==> src/rtl/alu_arbiter.sv <==
// Round-robin arbiter sharing one 2-bit ALU between two requesters (IDLE -> EXEC -> RESP).
// Define ALU_ARB_STATS_EN to add saturating per-requester grant counters gnt_cnt0/gnt_cnt1.
module alu_arbiter #(
  parameter int CNT_W = 8
) (
  input  logic       clk,
  input  logic       rst_n,
  input  logic       req0_valid,
  output logic       req0_ready,
  input  logic [1:0] req0_a,
  input  logic [1:0] req0_b,
  input  logic [2:0] req0_op,
  input  logic       req1_valid,
  output logic       req1_ready,
  input  logic [1:0] req1_a,
  input  logic [1:0] req1_b,
  input  logic [2:0] req1_op,
  output logic       rsp_valid,
  input  logic       rsp_ready,
  output logic       rsp_id,
  output logic [1:0] rsp_result,
  output logic       rsp_overflow
`ifdef ALU_ARB_STATS_EN
  ,
  output logic [CNT_W-1:0] gnt_cnt0,
  output logic [CNT_W-1:0] gnt_cnt1
`endif
);

  typedef enum logic [1:0] {IDLE, EXEC, RESP} state_t;

  state_t     state, next_state;
  logic       ptr;
  logic       gnt0, gnt1;
  logic       cap_id;
  logic [1:0] cap_a, cap_b;
  logic [2:0] cap_op;
  logic [1:0] alu_res;
  logic       alu_ov;

  always_ff @(posedge clk or negedge rst_n) begin
    if (!rst_n) state <= IDLE;
    else        state <= next_state;
  end

  // Grants are only possible in IDLE; ptr picks the winner when both ask.
  always_comb begin
    next_state = state;
    gnt0       = 1'b0;
    gnt1       = 1'b0;
    case (state)
      IDLE: begin
        gnt0 = req0_valid && (!req1_valid || !ptr);
        gnt1 = req1_valid && (!req0_valid || ptr);
        if (gnt0 || gnt1) next_state = EXEC;
      end
      EXEC:    next_state = RESP;
      RESP:    if (rsp_ready) next_state = IDLE;
      default: next_state = IDLE;
    endcase
  end

  // Ready is gated by rst_n so it drops the instant reset is asserted.
  assign req0_ready = gnt0 & rst_n;
  assign req1_ready = gnt1 & rst_n;
  assign rsp_valid  = (state == RESP);

  always_comb begin
    alu_res = 2'b00;
    alu_ov  = 1'b0;
    case (cap_op)
      3'b000:         {alu_ov, alu_res} = {1'b0, cap_a} + {1'b0, cap_b};
      3'b001:         alu_res = cap_a - cap_b;
      3'b010:         {alu_ov, alu_res} = {1'b0, cap_a} + 3'd1;
      3'b011, 3'b100: alu_res = cap_a & cap_b;
      3'b101:         alu_res = cap_a | cap_b;
      default:        ;
    endcase
  end

  always_ff @(posedge clk or negedge rst_n) begin
    if (!rst_n) begin
      ptr          <= 1'b0;
      cap_id       <= 1'b0;
      cap_a        <= 2'b00;
      cap_b        <= 2'b00;
      cap_op       <= 3'b000;
      rsp_id       <= 1'b0;
      rsp_result   <= 2'b00;
      rsp_overflow <= 1'b0;
    end else begin
      if (gnt0 || gnt1) begin
        ptr    <= !gnt1;
        cap_id <= gnt1;
        cap_a  <= gnt1 ? req1_a  : req0_a;
        cap_b  <= gnt1 ? req1_b  : req0_b;
        cap_op <= gnt1 ? req1_op : req0_op;
      end
      if (state == EXEC) begin
        rsp_id       <= cap_id;
        rsp_result   <= alu_res;
        rsp_overflow <= alu_ov;
      end
    end
  end

`ifdef ALU_ARB_STATS_EN
  localparam logic [CNT_W-1:0] CntOne = {{(CNT_W-1){1'b0}}, 1'b1};

  always_ff @(posedge clk or negedge rst_n) begin
    if (!rst_n) begin
      gnt_cnt0 <= '0;
      gnt_cnt1 <= '0;
    end else begin
      if (gnt0 && (gnt_cnt0 != '1)) gnt_cnt0 <= gnt_cnt0 + CntOne;
      if (gnt1 && (gnt_cnt1 != '1)) gnt_cnt1 <= gnt_cnt1 + CntOne;
    end
  end
`else
  logic [CNT_W-1:0] unused_cnt;
  assign unused_cnt = '0;
`endif

endmodule

==> config.mk <==
export PLATFORM = sky130hd
export DESIGN_NAME = alu_arbiter
export DESIGN_NICKNAME = d
export VERILOG_FILES = /design/src/rtl/alu_arbiter.sv
export SDC_FILE = /design/constraint.sdc
export NUM_CORES = 1
export LEC_CHECK = 0
export ABC_CLOCK_PERIOD_IN_PS = 2290
export CORE_ASPECT_RATIO = 0.75
export CORE_MARGIN = 2
export CORE_UTILIZATION = 41
export DETAILED_ROUTE_END_ITERATION = 10
export PLACE_DENSITY = 0.7
export SLEW_MARGIN = 20
export SYNTH_ARGS = -nofsm -noshare
export SYNTH_HDL_FRONTEND = slang
export SYNTH_SLANG_ARGS = --single-unit
==> constraint.sdc <==
create_clock -name clk -period 2.29 [get_ports clk]
set_input_delay 0.3435 -clock clk [delete_from_list [all_inputs] [get_ports clk]]
set_output_delay 0.3435 -clock clk [all_outputs]
set_load 0.02 [all_outputs]
## Yosys cells after proc, flatten, opt, wreduce, memory -nomap -nowiden

Cells that the tools add are included.

| operators by class | value |
|---|---|
| add/subtract/negate cells | 3 |
| equality and inequality tests | 9 |
| mux-type cells | 10 |
| bitwise gates (word level) | 4 |
| reduce and logical (&&, ||, !) cells | 14 |

Operators by type and width:

| operator | number |
|---|---|
| case mux 2 bit (5 select lines) | 1 |
| 2-to-1 mux 2 bit | 4 |
| equality test 3 x 2 -> 1 bit, second input constant | 2 |
| equality test 3 bit, second input constant | 2 |
| case mux 2 bit (3 select lines) | 1 |
| zero test 1 bit | 4 |
| logical OR 1 bit | 4 |
| adder 2 x 1 -> 3 bit, second input constant | 1 |
| adder 2 x 2 -> 3 bit | 1 |
| equality test 3 x 1 -> 1 bit, second input constant | 1 |
| zero test 3 bit | 1 |
| 2-to-1 mux 3 bit | 1 |
| AND 1 bit | 2 |
| AND 2 bit | 1 |
| equality test 2 x 1 -> 1 bit, second input constant | 1 |
| equality test 2 bit, second input constant | 1 |
| logical AND 1 bit | 2 |
| zero test 2 bit | 1 |
| 2-to-1 mux 1 bit | 2 |
| inequality test 2 x 1 -> 1 bit, second input constant | 1 |
| inequality test 2 bit, second input constant | 1 |
| bitwise OR 2 bit | 1 |
| case mux 1 bit (2 select lines) | 1 |
| AND reduction 2 bit | 1 |
| 2 further kinds | 2 |

| storage, ports and cells | value |
|---|---|
| bits in registers | 15 |
| output and inout port bits | 7 |
| word-level logic and storage cells | 49 |

## Longest topological paths before layout

| depth | value |
|---|---|
| word-level depth | 6 |
| mapped depth | 6 |
| mapped depth without buffers | 6 |

## Worst setup path after synthesis

No wires, ideal clock.

| path | value |
|---|---|
| kind | flip-flop to flip-flop |
| start | register cap_a[0] |
| end | register rsp_result[1] |
| setup time | 82 ps |
| arrival | 1399 ps |
| required time | 2208 ps |
| slack | 809 ps |
| stages on the path, launching flop included | 6 |
| clock period less this slack | 1481 ps |
| path through | dfrtp_1 > ha_1 > fa_1 > nand2_1 > a21o_1 > a31oi_1 |

| between the ends | value |
|---|---|
| longest elaborated chain between the ends | 2 |

RTL lines:

| what | line | source |
|---|---|---|
| from (decl) | 36 | `logic [1:0] cap_a, cap_b;` |
| from (signal assigned) | 95 | `cap_a <= gnt1 ? req1_a : req0_a;` |
| adder 2 x 1 -> 3 bit (tied with other cells) | 74 | `3'b010: {alu_ov, alu_res} = {1'b0, cap_a} + 3'd1;` |
| case mux 2 bit (5 select lines) * | 71 | `case (cap_op)` |
| to (signal assigned) | 101 | `rsp_result <= alu_res;` |
| to (decl) | 21 | `output logic [1:0] rsp_result,` |

Every way passes the cells marked *; elsewhere a longest branch is shown, timed or not.
A chain may end at the register's enable or synchronous reset.

## Final worst setup path

| path | value |
|---|---|
| start | input req0_valid |
| end | output req1_ready |

| between the ends | value |
|---|---|
| longest elaborated chain between the ends | 5 |

RTL lines:

| what | line | source |
|---|---|---|
| from (decl) | 8 | `input logic req0_valid,` |
| zero test 1 bit | 54 | `gnt1 = req1_valid && (!req0_valid \|\| ptr);` |
| logical OR 1 bit | 54 |  |
| logical AND 1 bit | 54 |  |
| 2-to-1 mux 1 bit | 51 | `case (state)` |
| AND 1 bit | 65 | `assign req1_ready = gnt1 & rst_n;` |
| to (decl) | 14 | `output logic req1_ready,` |

No other way between the ends.

==> flow_summary_export.csv <==
group,metric,value,unit
critical_path,r2r_setup_slack,710,ps
logic_synthesis,yosys.area_share.xor_xnor,0.946,%
clock_network,cts_tree,"done",
job,max_cap_violations,0,
logic_synthesis,synth.area.mux_share,8.65,%
grt,grt_max_degree,15,
routing,drt_wl_total,1750,microns
grt,grt_pass1_vias,697,
critical_path,required,1950,ps
logic_synthesis,synth_cell_types,28,
logic_synthesis,ys_seq_area_share,40.5,%
sta,skew,0.413,ps
critical_path,criticalPathCategory,"input pin to output port",
logic_synthesis,yosys.area_share.adder,11.6,%
sta,rsz0062_at_grt,"no",
clock_network,clockRootBuffer,"clkbuf_4",
grt,grtUsageTotal,15.9,%
die,core,2070,sq um
logic_synthesis,ys_seq_elements,15,
die,die_area,2660,sq um
outcome,failed_checks,"design-rule violations",
sta,setup_tns,0,ps
power_and_ir_drop,p_leak,0.601,nW
grt,grt_antenna_before_repair,0,
logic_synthesis,ys.flop_type,"dfrtp_1",
die,start_util,44.8,%
die,fp-row-count,14,
power_and_ir_drop,vdd_drop_max,0.000527,V
routing,dr.pass1.iters,7,
clock_network,clock_path_buffers,2,
critical_path,critPathArrivalTime,1770,ps
placed_design,portBuffers,25,
critical_path,end_kind,"output port",
die,dieWidth,58.9,microns
layout,antenna_cells,0,
logic_synthesis,synth.net_count,123,
clock_network,cts_buffers,3,
placed_design,dp_cells,146,
die,io_pins,26,
routing,first_iter_violations,17,
logic_synthesis,synth_cells,96,
routing,detail_route.wl_per_cell,11.7,microns
logic_synthesis,yosysWarnings,0,
min_path,hp-class,"input pin to async pin",
die,die_y,45.2,microns
logic_synthesis,synth_edf_count,0,
layout,nets,154,
sta,drv_slew,0,
logic_synthesis,synth_simple_gate_area_share,16.8,%
routing,route.detailed.drc,2,
power_and_ir_drop,powerDensity,1210,nW/um^2
routing,ant_nets,0,
critical_path,cp_max_fo,4,
logic_synthesis,avgSynthCellArea,9.64,sq um
clock_network,cts_setup_buffers,0,
clock_network,cts.sinks,15,
layout,drive_above_1_share,10.3,%
sta,fin_crit_sh,92.3,%
clock_network,clk_latency,280,ps
placed_design,place.gp.congestion,0.702,
critical_path,r2r_cells,5,
sta,setup_viol,0,
outcome,status,"finished, violations left",
sta,slew_headroom,65.6,%
critical_path,rr_startpoint,"cap_a[0]",
clock_network,clk_pin_slew_worst_paths,90,ps
grt,grt_pass1_wl,3120,microns
logic_synthesis,async_flop_share,100,%
sta,worst_pin_slew,517,ps
routing,post_drt_via_cell_ratio,4.95,
logic_synthesis,syn-cell-area,926,sq um
critical_path,cp-start-kind,"input pin",
clock_network,cts_max_level,1,
layout,layoutNonFillerInstCount,150,
grt,gr-total-overflow,0,
placed_design,dp_hpwl,1440,microns
critical_path,rr_endpoint,"rsp_result[1]",
routing,via_count,743,
sta,finalHoldViolations,0,
sta,max_freq,473,MHz
layout,area_growth,33.5,%
logic_synthesis,synth_compound_area_share,15.4,%
sta,final.min_clock_period,2110,ps
logic_synthesis,synth_top_family_by_area,"simple AND/OR/NAND/NOR gates",
worst max path at each step:
stage	end	start
final	req1_ready	req0_valid
after global routing	req1_ready	req0_valid
after global placement	req0_ready	req0_valid
after detailed placement	req0_ready	req0_valid
after CTS	req1_ready	req0_valid
after floorplan	rsp_result[1]	cap_a[0]
sequential cells by signal (all words and copies together), names as in the netlist:
register	cells
cap_op	3
cap_a	2
cap_b	2
rsp_result	2
state	2
cap_id	1
ptr	1
rsp_id	1
rsp_overflow	1
power by group:
group	switching (mW)	leakage [nW]	internal, mW
Combinational	0.403	0.401	0.386
Sequential	0.156	0.182	0.397
Clock	0.0853	0.0177	0.0649
Total	0.645	0.601	0.848
synthesized netlist by cell type (2+ instances only):
master / instances / area share, %
nor2_1: 5 / 2.0
o211ai_1: 2 / 1.6
a21o_1: 2 / 1.6
nand2b_1: 2 / 1.4
o21ai_1: 6 / 3.2
a21oi_1: 2 / 1.1
nand2_1: 14 / 5.7
dfrtp_1: 15 / 41
inv_1: 10 / 4.1
a31oi_1: 4 / 2.7
ha_1: 7 / 9.5
mux2i_1: 8 / 8.6
o21ai_0: 4 / 2.2
per-stage QoR:
step	setup WS, ps	total power, mW	hold slack (ps)	util, %	cell area [sq um]
global route	76.5	1.64	250	59.8	1240
floorplan	809	1.11	47.9	-	926
CTS	171	1.51	252	59.8	1240
detailed placement	43.1	1.36	478	58.5	1210
finish	177	1.49	260	59.8	1240
global placement	82.6	1.33	461	58.5	1210
placed cells by master, fill, tap and decap left out, types with 2 or more instances in the layout:
master / synthesis / final
clkdlybuf4s50_1: 0 / 24
dfrtp_1: 15 / 15
nand2_1: 14 / 14
inv_1: 10 / 10
mux2i_1: 8 / 8
ha_1: 7 / 7
o21ai_1: 6 / 6
nor2_1: 5 / 5
o21ai_0: 4 / 4
a31oi_1: 4 / 4
clkbuf_4: 0 / 3
buf_4: 1 / 3
a21oi_1: 2 / 2
nand2b_1: 2 / 2
o211ai_1: 2 / 2
a21o_1: 2 / 2
layout make-up:
type,instances,area [sq um]
fillers,198,831
multi-input cells,69,494
clock inverters,1,5.00
clock buffers,3,22.5
well taps,24,30.0
flip-flops and latches,15,375
repair buffers,28,272
inverters,10,37.5
worst max-delay path: stages:
cell and delay [ps]:
clkdlybuf4s50_1 480, nand2b_1 160, nand3_4 80, nor2_1 90, clkdlybuf4s50_1 610
timing repair:
| item | CTS | global route |
|---|---|---|
| resized for setup | 1 | 0 |
| hold buffers | 0 | 0 |
| setup endpoints to repair | 1 | 0 |
cell families (layout without fill, tap and decap cells):
group	after synthesis	after routing
buffers and inverters	12	42
xor gates and xnor gates	1	1
muxes	8	8
AOI/OAI and AO/OA	23	23
and+or+nand+nor	29	29
DFF	15	15
adders and majority gates	8	8
routing by layer:
metal | vias up | wire [microns] | global-route usage, % | share of wire, %
met5 | - | 0 | 0 | 0
li1 | 385 | - | - | -
met4 | 0 | 16 | 4.09 | 0.91
met3 | 4 | 103 | 5.16 | 5.9
met2 | 20 | 795 | 25.6 | 45
met1 | 334 | 838 | 20.8 | 48
Note: power is estimated with default switching activity, not from simulation.
